--- config.mk ---
export PLATFORM = sky130hd
export DESIGN_NAME = mem_port_arbiter
export DESIGN_NICKNAME = d
export VERILOG_FILES = /design/src/rtl/riscv_mem_pkg.sv /design/src/rtl/mem_lane_gen.sv /design/src/rtl/mem_port_arbiter.sv
export SDC_FILE = /design/constraint.sdc
export NUM_CORES = 1
export LEC_CHECK = 0
export ABC_AREA = 0
export CAP_MARGIN = 30
export CORE_MARGIN = 10
export CORE_UTILIZATION = 40
export DETAILED_ROUTE_END_ITERATION = 8
export DONT_BUFFER_PORTS = 1
export GPL_ROUTABILITY_DRIVEN = 0
export GPL_TIMING_DRIVEN = 0
export SYNTH_ARGS = -nofsm -noshare
export SYNTH_HDL_FRONTEND = slang
export SYNTH_SLANG_ARGS = --single-unit
--- constraint.sdc ---
create_clock -name clk -period 5.69 [get_ports clk]
set_clock_uncertainty 0.15 [all_clocks]
set_input_delay 1.4225 -clock clk [delete_from_list [all_inputs] [get_ports clk]]
set_output_delay 1.4225 -clock clk [all_outputs]
set_load 0.02 [all_outputs]
--- src/rtl/riscv_mem_pkg.sv ---
// Shared types and helpers for the unified instruction/data memory port arbiter.
// Latency: none (types, constants and a pure function only).
// Backpressure: n/a.
package riscv_mem_pkg;

  // Arbiter sequencing states
  typedef enum logic [2:0] {
    ST_IDLE  = 3'd0,
    ST_ISSUE = 3'd1,
    ST_WAIT  = 3'd2,
    ST_RESP  = 3'd3,
    ST_ERR   = 3'd4
  } state_t;

  // Which requester owns the current transaction
  typedef enum logic {
    GNT_IF = 1'b0,
    GNT_D  = 1'b1
  } gnt_t;

  // Data access size codes (3 is illegal)
  localparam logic [1:0] SZ_B = 2'd0;
  localparam logic [1:0] SZ_H = 2'd1;
  localparam logic [1:0] SZ_W = 2'd2;

  // An access is misaligned when its byte lane is not a multiple of its size;
  // the illegal size code is folded in so one flag covers every error case.
  function automatic logic misaligned(input logic [1:0] size, input logic [1:0] lane);
    logic mis;
    case (size)
      SZ_B:    mis = 1'b0;
      SZ_H:    mis = lane[0];
      SZ_W:    mis = |lane;
      default: mis = 1'b1;
    endcase
    return mis;
  endfunction

endpackage

--- src/rtl/mem_lane_gen.sv ---
// Byte-lane generator: byte strobes, replicated store data and misalignment flag.
// Latency: purely combinational.
// Backpressure: none; ports: size_i/lane_i/wdata_i in, wstrb_o/wdata_o/misalign_o out.
module mem_lane_gen
  import riscv_mem_pkg::*;
(
  input  logic [1:0]  size_i,
  input  logic [1:0]  lane_i,
  input  logic [31:0] wdata_i,
  output logic [3:0]  wstrb_o,
  output logic [31:0] wdata_o,
  output logic        misalign_o
);

  always_comb begin
    wstrb_o = 4'b0000;
    wdata_o = wdata_i;
    case (size_i)
      SZ_B: begin
        // Replicating the byte into every lane lets the strobe alone pick the target.
        wstrb_o = 4'b0001 << lane_i;
        wdata_o = {4{wdata_i[7:0]}};
      end
      SZ_H: begin
        wstrb_o = lane_i[1] ? 4'b1100 : 4'b0011;
        wdata_o = {2{wdata_i[15:0]}};
      end
      SZ_W: begin
        wstrb_o = 4'b1111;
      end
      default: begin
        wstrb_o = 4'b0000;
      end
    endcase
  end

  assign misalign_o = misaligned(size_i, lane_i);

endmodule

--- src/rtl/mem_port_arbiter.sv ---
// Round-robin arbiter sharing one single-port fixed-latency memory between fetch and load/store.
// Latency: read ack at MEM_LAT+2, write ack at 3, error ack at 2 cycles after the request is seen idle.
// Backpressure: one transaction in flight; waiting requesters are held off via cpu_stall until their ack.
// Ports: if_* fetch side, d_* load/store side, mem_* memory macro side, cpu_stall to the core.
module mem_port_arbiter
  import riscv_mem_pkg::*;
#(
  parameter int ADDR_W  = 32,
  parameter int DATA_W  = 32,
  parameter int MEM_LAT = 2
) (
  input  logic              clk,
  input  logic              rst,
  input  logic              if_req,
  input  logic [ADDR_W-1:0] if_addr,
  output logic              if_ack,
  output logic [DATA_W-1:0] if_rdata,
  input  logic              d_req,
  input  logic              d_we,
  input  logic [1:0]        d_size,
  input  logic [ADDR_W-1:0] d_addr,
  input  logic [DATA_W-1:0] d_wdata,
  output logic              d_ack,
  output logic [DATA_W-1:0] d_rdata,
  output logic              d_err,
  output logic              cpu_stall,
  output logic              mem_en,
  output logic              mem_we,
  output logic [ADDR_W-1:0] mem_addr,
  output logic [DATA_W-1:0] mem_wdata,
  output logic [3:0]        mem_wstrb,
  input  logic [DATA_W-1:0] mem_rdata
);

  localparam logic [3:0] CNT_INIT = 4'(MEM_LAT - 1);

  state_t            state_q, state_d;
  logic [3:0]        cnt_q, cnt_d;
  gnt_t              last_q, last_d;
  gnt_t              gnt_q, gnt_d;
  logic              we_q, we_d;
  logic [ADDR_W-1:0] mem_addr_q, mem_addr_d;
  logic [DATA_W-1:0] mem_wdata_q, mem_wdata_d;
  logic [3:0]        mem_wstrb_q, mem_wstrb_d;
  logic              if_ack_q, if_ack_d;
  logic              d_ack_q, d_ack_d;
  logic              d_err_q, d_err_d;
  logic [DATA_W-1:0] if_rdata_q, if_rdata_d;
  logic [DATA_W-1:0] d_rdata_q, d_rdata_d;

  logic [3:0]        lane_wstrb;
  logic [DATA_W-1:0] lane_wdata;
  logic              lane_mis;
  logic              if_vld, d_vld, pick_d;
  logic              unused_if_lane;

  // Fetches are always word aligned, so the low fetch address bits carry nothing.
  assign unused_if_lane = ^if_addr[1:0];

  mem_lane_gen u_lane (
    .size_i     (d_size),
    .lane_i     (d_addr[1:0]),
    .wdata_i    (d_wdata),
    .wstrb_o    (lane_wstrb),
    .wdata_o    (lane_wdata),
    .misalign_o (lane_mis)
  );

  // A requester still holds req during its own ack cycle; that req is the one
  // just completed, so it must not be granted a second time.
  assign if_vld = if_req & ~if_ack_q;
  assign d_vld  = d_req & ~d_ack_q;
  assign pick_d = d_vld & (~if_vld | (last_q == GNT_IF));

  always_comb begin
    state_d     = state_q;
    cnt_d       = cnt_q;
    last_d      = last_q;
    gnt_d       = gnt_q;
    we_d        = we_q;
    mem_addr_d  = mem_addr_q;
    mem_wdata_d = mem_wdata_q;
    mem_wstrb_d = mem_wstrb_q;
    if_ack_d    = 1'b0;
    d_ack_d     = 1'b0;
    d_err_d     = 1'b0;
    if_rdata_d  = if_rdata_q;
    d_rdata_d   = d_rdata_q;

    case (state_q)
      ST_IDLE: begin
        if (pick_d) begin
          gnt_d = GNT_D;
          if (lane_mis) begin
            state_d = ST_ERR;
          end else begin
            we_d        = d_we;
            mem_addr_d  = {d_addr[ADDR_W-1:2], 2'b00};
            mem_wdata_d = lane_wdata;
            mem_wstrb_d = d_we ? lane_wstrb : 4'b0000;
            state_d     = ST_ISSUE;
          end
        end else if (if_vld) begin
          gnt_d       = GNT_IF;
          we_d        = 1'b0;
          mem_addr_d  = {if_addr[ADDR_W-1:2], 2'b00};
          mem_wdata_d = '0;
          mem_wstrb_d = 4'b0000;
          state_d     = ST_ISSUE;
        end
      end

      ST_ISSUE: begin
        if (we_q) begin
          state_d = ST_RESP;
        end else begin
          cnt_d   = CNT_INIT;
          state_d = (MEM_LAT == 1) ? ST_RESP : ST_WAIT;
        end
      end

      ST_WAIT: begin
        cnt_d = cnt_q - 4'd1;
        if (cnt_q == 4'd1) begin
          state_d = ST_RESP;
        end
      end

      ST_RESP: begin
        // Read data lands exactly in this cycle; stores leave the read registers alone.
        if (!we_q) begin
          if (gnt_q == GNT_IF) begin
            if_rdata_d = mem_rdata;
          end else begin
            d_rdata_d = mem_rdata;
          end
        end
        if (gnt_q == GNT_IF) begin
          if_ack_d = 1'b1;
        end else begin
          d_ack_d = 1'b1;
        end
        last_d  = gnt_q;
        state_d = ST_IDLE;
      end

      ST_ERR: begin
        d_ack_d = 1'b1;
        d_err_d = 1'b1;
        state_d = ST_IDLE;
      end

      default: begin
        state_d = ST_IDLE;
      end
    endcase
  end

  always_ff @(posedge clk or posedge rst) begin
    if (rst) begin
      state_q     <= ST_IDLE;
      cnt_q       <= 4'd0;
      last_q      <= GNT_IF;
      gnt_q       <= GNT_IF;
      we_q        <= 1'b0;
      mem_addr_q  <= '0;
      mem_wdata_q <= '0;
      mem_wstrb_q <= 4'b0000;
      if_ack_q    <= 1'b0;
      d_ack_q     <= 1'b0;
      d_err_q     <= 1'b0;
      if_rdata_q  <= '0;
      d_rdata_q   <= '0;
    end else begin
      state_q     <= state_d;
      cnt_q       <= cnt_d;
      last_q      <= last_d;
      gnt_q       <= gnt_d;
      we_q        <= we_d;
      mem_addr_q  <= mem_addr_d;
      mem_wdata_q <= mem_wdata_d;
      mem_wstrb_q <= mem_wstrb_d;
      if_ack_q    <= if_ack_d;
      d_ack_q     <= d_ack_d;
      d_err_q     <= d_err_d;
      if_rdata_q  <= if_rdata_d;
      d_rdata_q   <= d_rdata_d;
    end
  end

  assign mem_en    = (state_q == ST_ISSUE);
  assign mem_we    = we_q & mem_en;
  assign mem_addr  = mem_addr_q;
  assign mem_wdata = mem_wdata_q;
  assign mem_wstrb = mem_wstrb_q;
  assign if_ack    = if_ack_q;
  assign if_rdata  = if_rdata_q;
  assign d_ack     = d_ack_q;
  assign d_rdata   = d_rdata_q;
  assign d_err     = d_err_q;
  assign cpu_stall = (if_req & ~if_ack_q) | (d_req & ~d_ack_q);

endmodule

==> results_dict.tcl <==
set metrics [dict create \
    cpMaxStageDelayCell "or2_2" \
    clock_sinks 143 \
    cts_resized 0 \
    synthMuxAreaShare 0.2905 \
    cts-buffers-inserted 17 \
    cts_tree "yes" \
    fmax_mhz 282.8 \
    dieHeight_um 147.3 \
    postRouteAntennaNets 0 \
    ys_warn_count 0 \
    drive_gt1_frac 0.3827 \
    placed_area_um2 6794 \
    tightest_slew_ns 0.7226 \
    diodes 0 \
    synth_area_um2 6477 \
    status "completed" \
    grt_max_degree 78 \
    synthCells 498 \
    synthSimpleGateAreaFrac 0.06104 \
    worstSetupStartpointType "primary input" \
    worst_ep_arrival_time_ns 1.96 \
    grt_use_total 0.1614 \
    final_net_count 658 \
    cpPeakStageDelay_ns 0.40 \
    synth.avg_cell_area_um2 13.01 \
    wire_per_inst_um 23.73 \
    slew_violations 0 \
    portBuffers 0 \
    seq_area_um2 3578 \
    cp_max_fo 4 \
    ys_top_cells_by_area "dfrtp_1 (55%), mux2_2 (25%), mux2_1 (3.1%)" \
    drt_wl_total_um 17780 \
    finalHoldViolCount 0 \
    grt_pass1_wl_um 27530 \
    finalSetupViolCount 0 \
    multiInputGateArea_um2 2698 \
    finish.instance_area_um2 7388 \
    synth_top_area_share 0.5524 \
    ios 273 \
    rsz0062_at_grt "no" \
    p_per_area_nw_per_um2 637.1 \
    crit_type "primary input to output port" \
    utilization 0.4651 \
    hpwl_um 13870 \
    clk_latency_ns 0.42 \
    rows 46 \
    hold_class "register to register" \
    crit_buf_inv 0 \
    drc 0 \
    slew_headroom 0.5183 \
    area_growth_pct 14.06 \
    synth_cell_types 38 \
    cp_top_family "simple AND/OR/NAND/NOR gates" \
    worstPathRequired_ns 4.12 \
    cts_setup_buffers 0 \
    synth-compound-area-share 0.05853 \
    maxCapViolCount 0 \
    finalCriticalPeriod_ns 3.536 \
    vias 4044 \
    yosysSeqAreaShare 0.5524 \
    synth_top_family_by_area "multiplexers" \
    firstDrtPassIters 4 \
    dieArea_um2 21680 \
    ctsHtreeMaxLevel 4 \
    cp_cell_sequence "nor2b_1 -> or2_2" \
    antenna_found_initial 0 \
    period_share 0.6214 \
    vdd_drop_max_uv 259.7 \
    vias_per_cell 5.399 \
    placedCellCount 718 \
    p_total_mw 4.707 \
    layout.cells.non_filler 749 \
    initial_core_util 0.4078 \
    cts_buffer_depth 2 \
    end_kind "output port" \
    drt_iter0_drc 174 \
    die_w_um 147.3 \
    synth_top_area_cell "dfrtp_1" \
    grt_remaining_overflow 0 \
    hold_buffers 0 \
    grt_pass1_vias 4542 \
    clk_pin_slew_worst_paths_ns 0.06 \
    cts-root-buf "clkbuf_16" \
    fillCellCount 1498 \
    synth-seq-cells 143 \
    yosys.area_share.adder 0.003863 \
    leakage_nw 3.197 \
    core_area_um2 15890 \
    synth-xor-area-share 0.001352 \
]
-- through the flow --
step | worst slack [ns] | TNS, ns | hold slack (ns)
finish | 2.154 | 0 | 0.3789
global route | 2.139 | 0 | 0.4083
CTS | 2.153 | 0 | 0.3833
detailed placement | 2.154 | 0 | 0.3711
global placement | -1.091 | -154.36 | 0.3249
floorplan | 0.2796 | 0 | 0.3002
-- final cells by class --
cell class,count,area share
Timing Repair Buffer,3,0.005080
Tap cell,216,0.03658
Sequential cell,143,0.4843
Multi-Input combinational cell,319,0.3651
Clock buffer,19,0.05859
Inverter,6,0.003726
Buffer,31,0.02472
Clock inverter,12,0.02185
-- state kept, by name, summed over array words and instances (netlist names) --
register	count
cnt_q	4
last_q	1
gnt_q	1
d_rdata	32
if_rdata	32
mem_wdata	32
we_q	1
d_err	1
d_ack	1
mem_addr	30
if_ack	1
mem_wstrb	4
state_q	3
-- worst paths after layout --
path,from,to,slack (ns),depth (start not counted)
setup reg to reg,if_ack,mem_addr[14],3.31,5
min in group asynchronous,rst,d_rdata[11],0.80,1
setup / recovery,d_req,cpu_stall,2.15,2
hold reg to reg,cnt_q[3],cnt_q[3],0.38,1
hold / removal,cnt_q[3],cnt_q[3],0.38,1
max in group asynchronous,rst,mem_wstrb[3],3.78,2
-- routing by layer --
layer / global-route usage / part of all wire / wire (um)
met3: 0.08600 / 0.11 / 2026
met5: 0 / 0 / 0
met2: 0.2838 / 0.53 / 9506
met1: 0.1610 / 0.34 / 6039
met4: 0.04906 / 0.011 / 203
-- logic make-up (layout without fill, tap and decap cells) --
kind of cell	count (synthesis)	after routing
compound gates	63	63
xor+xnor	1	1
fa+ha+maj	2	2
buf+inv	37	71
flops	143	143
mux	168	168
other cells	1	2
simple gates	83	83
-- placed cells by master (no fill, tap or decap), types with 2 or more instances in the layout --
| master | count |
|---|---|
| dfrtp_1 | 143 |
| mux2_2 | 142 |
| nand2_1 | 41 |
| a21oi_1 | 23 |
| o21ai_0 | 22 |
| nor2_1 | 18 |
| mux2_1 | 18 |
| clkbuf_16 | 17 |
| buf_2 | 13 |
| clkbuf_1 | 11 |
| o31ai_1 | 9 |
| buf_4 | 8 |
| mux2i_1 | 8 |
| inv_1 | 4 |
| nand3b_1 | 3 |
| nand2b_1 | 3 |
| nor3_1 | 3 |
| buf_6 | 3 |
| nor4b_1 | 3 |
| a31oi_1 | 3 |
| inv_6 | 3 |
| clkinvlp_4 | 3 |
| clkinv_4 | 3 |
| bufinv_16 | 3 |
| nor3_2 | 2 |
| nor3b_1 | 2 |
| a21o_1 | 2 |
| ha_1 | 2 |
| conb_1 | 2 |
-- where the power goes --
part           switching [mW]  internal (mW)
Clock                   0.440          0.691
Sequential              0.969           1.50
Combinational           0.492          0.615
Total                    1.90           2.81
-- Yosys cell counts --
| master | instances |
|---|---|
| nor4b_1 | 3 |
| buf_4 | 8 |
| ha_1 | 2 |
| o21ai_0 | 22 |
| mux2i_1 | 8 |
| or4b_2 | 1 |
| a2111oi_4 | 1 |
| nand3_1 | 1 |
| mux2_2 | 142 |
| a31oi_1 | 3 |
| mux2_1 | 18 |
| inv_1 | 5 |
| a31o_2 | 1 |
| buf_6 | 3 |
| clkbuf_1 | 9 |
| a21oi_1 | 23 |
| xnor2_1 | 1 |
| and2b_1 | 1 |
| nor3b_1 | 2 |
| nand2b_1 | 3 |
| nor2b_2 | 1 |
| o31ai_1 | 9 |
| nand4_1 | 1 |
| dfrtp_1 | 143 |
| nor2b_1 | 1 |
| a21o_1 | 2 |
| and2_1 | 1 |
| clkinv_1 | 1 |
| nor2_1 | 18 |
| o211ai_1 | 1 |
| a22o_1 | 1 |
| nand3b_1 | 3 |
| or2_2 | 1 |
| buf_2 | 11 |
| nand2_1 | 41 |
| nor3_2 | 2 |
| nor3_1 | 3 |
| conb_1 | 1 |
No activity file was read; power rests on OpenSTA's default activity.
